$ cat src/rtl/sync_filter_bank.sv
// Multi-channel input synchronizer with programmable glitch filter.
// Each channel yields a synchronized level, a filtered level and edge pulses.
module sync_filter_bank #(
  parameter int unsigned WIDTH     = 8,
  parameter int unsigned STAGES    = 2,
  parameter bit          NEG_FIRST = 1'b1,
  parameter int unsigned FILT_BITS = 4,
  parameter bit          RST_VAL   = 1'b0
) (
  input  logic                 clk,
  input  logic                 rst_n,
  input  logic [WIDTH-1:0]     async_in,
  input  logic [FILT_BITS-1:0] filt_len,
  output logic [WIDTH-1:0]     sync_out,
  output logic [WIDTH-1:0]     filt_out,
  output logic [WIDTH-1:0]     rise,
  output logic [WIDTH-1:0]     fall
);

  localparam logic [WIDTH-1:0] IDLE = {WIDTH{RST_VAL}};

  if (STAGES < 2) begin : g_bad_stages
    $error("sync_filter_bank: STAGES must be >= 2");
  end

  // First chain stage, optionally on the falling edge
  logic [WIDTH-1:0] st0_q;

  if (NEG_FIRST) begin : g_neg_first
    // Half-cycle first stage
    always_ff @(negedge clk or negedge rst_n) begin
      if (!rst_n) st0_q <= IDLE;
      else        st0_q <= async_in;
    end
  end else begin : g_pos_first
    // Full-cycle first stage
    always_ff @(posedge clk or negedge rst_n) begin
      if (!rst_n) st0_q <= IDLE;
      else        st0_q <= async_in;
    end
  end

  // Remaining synchronizer stages
  logic [WIDTH-1:0] chain_q [STAGES-1:1];

  // Shift the chain on every rising edge
  always_ff @(posedge clk or negedge rst_n) begin
    if (!rst_n) begin
      for (int k = 1; k < STAGES; k++) chain_q[k] <= IDLE;
    end else begin
      chain_q[1] <= st0_q;
      for (int k = 2; k < STAGES; k++) chain_q[k] <= chain_q[k-1];
    end
  end

  assign sync_out = chain_q[STAGES-1];

  // Filter state
  logic [FILT_BITS-1:0] cnt_q [WIDTH];
  logic [FILT_BITS-1:0] cnt_d [WIDTH];
  logic [WIDTH-1:0]     filt_q, filt_d;
  logic [WIDTH-1:0]     rise_q, rise_d;
  logic [WIDTH-1:0]     fall_q, fall_d;

  // Per-channel persistence counter; a level must hold N+1 edges
  always_comb begin
    filt_d = filt_q;
    rise_d = '0;
    fall_d = '0;
    for (int i = 0; i < WIDTH; i++) begin
      cnt_d[i] = '0;
      if (sync_out[i] != filt_q[i]) begin
        if (cnt_q[i] >= filt_len) begin
          filt_d[i] = sync_out[i];
          rise_d[i] = sync_out[i];
          fall_d[i] = ~sync_out[i];
        end else begin
          cnt_d[i] = cnt_q[i] + 1'b1;
        end
      end
    end
  end

  // Filter registers and edge pulses
  always_ff @(posedge clk or negedge rst_n) begin
    if (!rst_n) begin
      for (int i = 0; i < WIDTH; i++) cnt_q[i] <= '0;
      filt_q <= IDLE;
      rise_q <= '0;
      fall_q <= '0;
    end else begin
      for (int i = 0; i < WIDTH; i++) cnt_q[i] <= cnt_d[i];
      filt_q <= filt_d;
      rise_q <= rise_d;
      fall_q <= fall_d;
    end
  end

  assign filt_out = filt_q;
  assign rise     = rise_q;
  assign fall     = fall_q;

endmodule

$ cat config.mk
export PLATFORM = sky130hd
export DESIGN_NAME = sync_filter_bank
export DESIGN_NICKNAME = d
export VERILOG_FILES = /design/src/rtl/sync_filter_bank.sv
export SDC_FILE = /design/constraint.sdc
export NUM_CORES = 1
export LEC_CHECK = 0
export ABC_CLOCK_PERIOD_IN_PS = 3550
export BUFFER_PORTS_ARGS = -buffer_cell sky130_fd_sc_hd__buf_2
export CORE_ASPECT_RATIO = 1.75
export CORE_MARGIN = 2
export CORE_UTILIZATION = 34
export CTS_BUF_LIST = sky130_fd_sc_hd__clkbuf_16
export CTS_CLUSTER_SIZE = 25
export DETAILED_ROUTE_END_ITERATION = 16
export GPL_TIMING_DRIVEN = 1
export PLACE_DENSITY = 0.48
export SETUP_SLACK_MARGIN = 0.15
export SLEW_MARGIN = 0
export SYNTH_ARGS = -nofsm -noshare
export SYNTH_HDL_FRONTEND = slang
export SYNTH_SLANG_ARGS = --single-unit
$ cat constraint.sdc
create_clock -name clk -period 3.55 [get_ports clk]
set_input_delay 0.355 -clock clk [delete_from_list [all_inputs] [get_ports clk]]
set_output_delay 0.355 -clock clk [all_outputs]
set_load 0.02 [all_outputs]
==> results.sh <==
export IMPL_status="finished clean"
export IMPL_finalInstanceArea_mm2=0.00425
export IMPL_critPathKind="flop to flop"
export IMPL_netlist_instances=259
export IMPL_dr_pass1_iters=3
export IMPL_antenna_found_initial=0
export IMPL_place_area_mm2=0.00392
export IMPL_worst_pin_slew_ns=0.575
export IMPL_vias_per_cell=4.68
export IMPL_wl_per_cell_um=13.4
export IMPL_drv_slew=0
export IMPL_p_leak_nw=2.12
export IMPL_rows=49
export IMPL_p_total_mw=3.13
export IMPL_layout_common_cells="64 x dfrtp_1, 44 x buf_2, 40 x ha_1"
export IMPL_cts_tree="yes"
export IMPL_cp_end_kind="flop"
export IMPL_drt_initial_drc_count=58
export IMPL_clk_pin_slew_worst_paths_ns=0.06
export IMPL_synth_cell_types=16
export IMPL_syn_cell_area_mm2=0.00351
export IMPL_grt_pass1_vias=2262
export IMPL_postSynthAreaPerCell_um2=13.6
export IMPL_setup_violations=0
export IMPL_cp_startpoint="st0_q[6]"
export IMPL_drive_above_1_share=0.314
export IMPL_track_usage=0.125
export IMPL_die_area_mm2=0.0112
export IMPL_internal_power_mw=2.18
export IMPL_timing_final_ws_setup_ns=1.32
export IMPL_cts_resized=0
export IMPL_start_util=0.345
export IMPL_grt_setup_unrepaired="no"
export IMPL_cts_num_sinks=72
export IMPL_tns_ns=0
export IMPL_hold_ws_ns=0.0188
export IMPL_final_common_cell="dfrtp_1"
export IMPL_max_slew_margin=0.617
export IMPL_power_density_mw_per_mm2=735
export IMPL_cp_required_ns=3.82
export IMPL_dp_hpwl_mm=4.36
export IMPL_hold_class="primary input to async pin"
export IMPL_synth_seq_cells=72
export IMPL_peakVddDrop_v=0.000346
export IMPL_cts_hold_fix_buffers=0
export IMPL_fin_skew_ns=0.00814
export IMPL_die_y_um=139
export IMPL_fp_coreArea_mm2=0.0102
export IMPL_p_comb_frac=0.310
export IMPL_place_congestion=0.704
export IMPL_finalHoldViolations=0
export IMPL_cp_start_kind="flop"
export IMPL_numPortBuffers=45
export IMPL_grt_max_degree=44
export IMPL_p_sw_frac=0.301
export IMPL_critPathMaxFanout=1
export IMPL_grt_pass1_wl_mm=10.7
export IMPL_syn_num_nets=313
export IMPL_nets=371
export IMPL_io_pins=46
export IMPL_preCtsSetupSlack_ns=1.03
export IMPL_arrival_ns=2.50
export IMPL_ys_warn_count=0
export IMPL_ys_seq_area_frac=0.513
export IMPL_netSwitchingPower_mw=0.943
export IMPL_fp_dieW_um=80.9
export IMPL_vias=2102
export IMPL_clk_latency_ns=0.33
export IMPL_syn2layout_area_growth_pct=21.0
export IMPL_clkPwrFrac=0.323
export IMPL_cts_buffer_depth=2
export IMPL_postCtsSetupBuffers=0
export IMPL_htree_num_levels=3
export IMPL_r2r_start="st0_q[6]"
export IMPL_n_antenna_cell=0
export IMPL_fill_cells=1007
export IMPL_cts_buffers=9
export IMPL_ant_nets=0
export IMPL_grt_remaining_overflow=0
export IMPL_seqPwrFrac=0.367
export IMPL_max_cap_violations=0
export IMPL_totalWireLength_mm=6.00
export IMPL_root_buffer="clkbuf_16"
export IMPL_remaining_drc_errors=0
[stage by stage]
| stage | instances | utilization |
|---|---|---|
| detailed placement | 433 | 0.385 |
| global placement | 433 | 0.385 |
| finish | 449 | 0.418 |
| floorplan | 259 | - |
| global route | 449 | 0.418 |
| CTS | 449 | 0.418 |
[cell usage after synthesis]
| cell type | count | share of area |
|---|---|---|
| a2111oi_4 | 8 | 0.063 |
| and3_2 | 8 | 0.017 |
| dfrtn_1 | 8 | 0.057 |
| dfrtp_1 | 64 | 0.46 |
| ha_1 | 40 | 0.14 |
| inv_1 | 11 | 0.012 |
| mux2_4 | 8 | 0.034 |
| nand2b_4 | 8 | 0.031 |
| nand3_1 | 8 | 0.011 |
| nor2_1 | 32 | 0.034 |
| nor3b_1 | 16 | 0.034 |
| o21a_1 | 8 | 0.017 |
| o21ai_0 | 8 | 0.011 |
| or2_4 | 8 | 0.020 |
| xnor2_1 | 8 | 0.020 |
| xor2_1 | 16 | 0.040 |
[final cells by class]
type | instances | area, µm² | share of cell area
multi-input combinational | 176 | 1670 | 0.393
clock inverter | 7 | 111 | 0.0262
timing repair buffer | 47 | 243 | 0.0571
clock buffer | 9 | 225 | 0.0530
tap | 127 | 159 | 0.0374
inverter | 11 | 41.3 | 0.00971
sequential | 72 | 1800 | 0.424
[flip-flops by register name (all words and copies together) (netlist names)]
name and count:
filt_out 8, st0_q 8, fall 8, sync_out 8, cnt_q 32, rise 8
[logic make-up (layout without fill, tap and decap cells)]
group,Yosys count,in the layout,synth area share
AOI/OAI and AO/OA,24,24,0.0911
buffers and inverters,11,74,0.0117
and+or+nand+nor,80,80,0.148
DFF,72,72,0.513
xor gates and xnor gates,24,24,0.0598
adders and majority gates,40,40,0.142
muxes,8,8,0.0342
[final timing paths]
| kind | end | slack (ns) | cells past startpoint |
|---|---|---|---|
| setup / recovery | sync_out[6] | 1.32 | 0 |
| hold / removal | sync_out[5] | 0.02 | 1 |
| setup reg to reg | sync_out[6] | 1.32 | 0 |
| hold reg to reg | cnt_q[8] | 0.49 | 1 |
| max in group asynchronous | st0_q[7] | 1.45 | 1 |
| min in group clk | cnt_q[8] | 0.49 | 1 |
[layer usage]
metal  part of all wire  wire length, µm  GRT usage  vias to the layer above
li1                   -                -          -                     1018
met5                  0                0          0                        -
met4              0.022              131     0.0562                        0
met3              0.029              175     0.0359                        7
met1               0.42             2500      0.143                     1052
met2               0.53             3200      0.210                       25
[power groups by stage]
stage | clock [mW] | sequential (mW) | combinational (mW)
6_report | 1.01 | 1.15 | 0.968
5_1_grt | 1.08 | 1.18 | 1.08
4_1_cts | 1.05 | 1.15 | 0.990
3_5_place_dp | 0 | 1.17 | 0.981
3_3_place_gp | 0 | 1.17 | 0.967
2_1_floorplan | 0 | 1.21 | 0.698
Note: power is estimated with default switching activity, not from simulation.
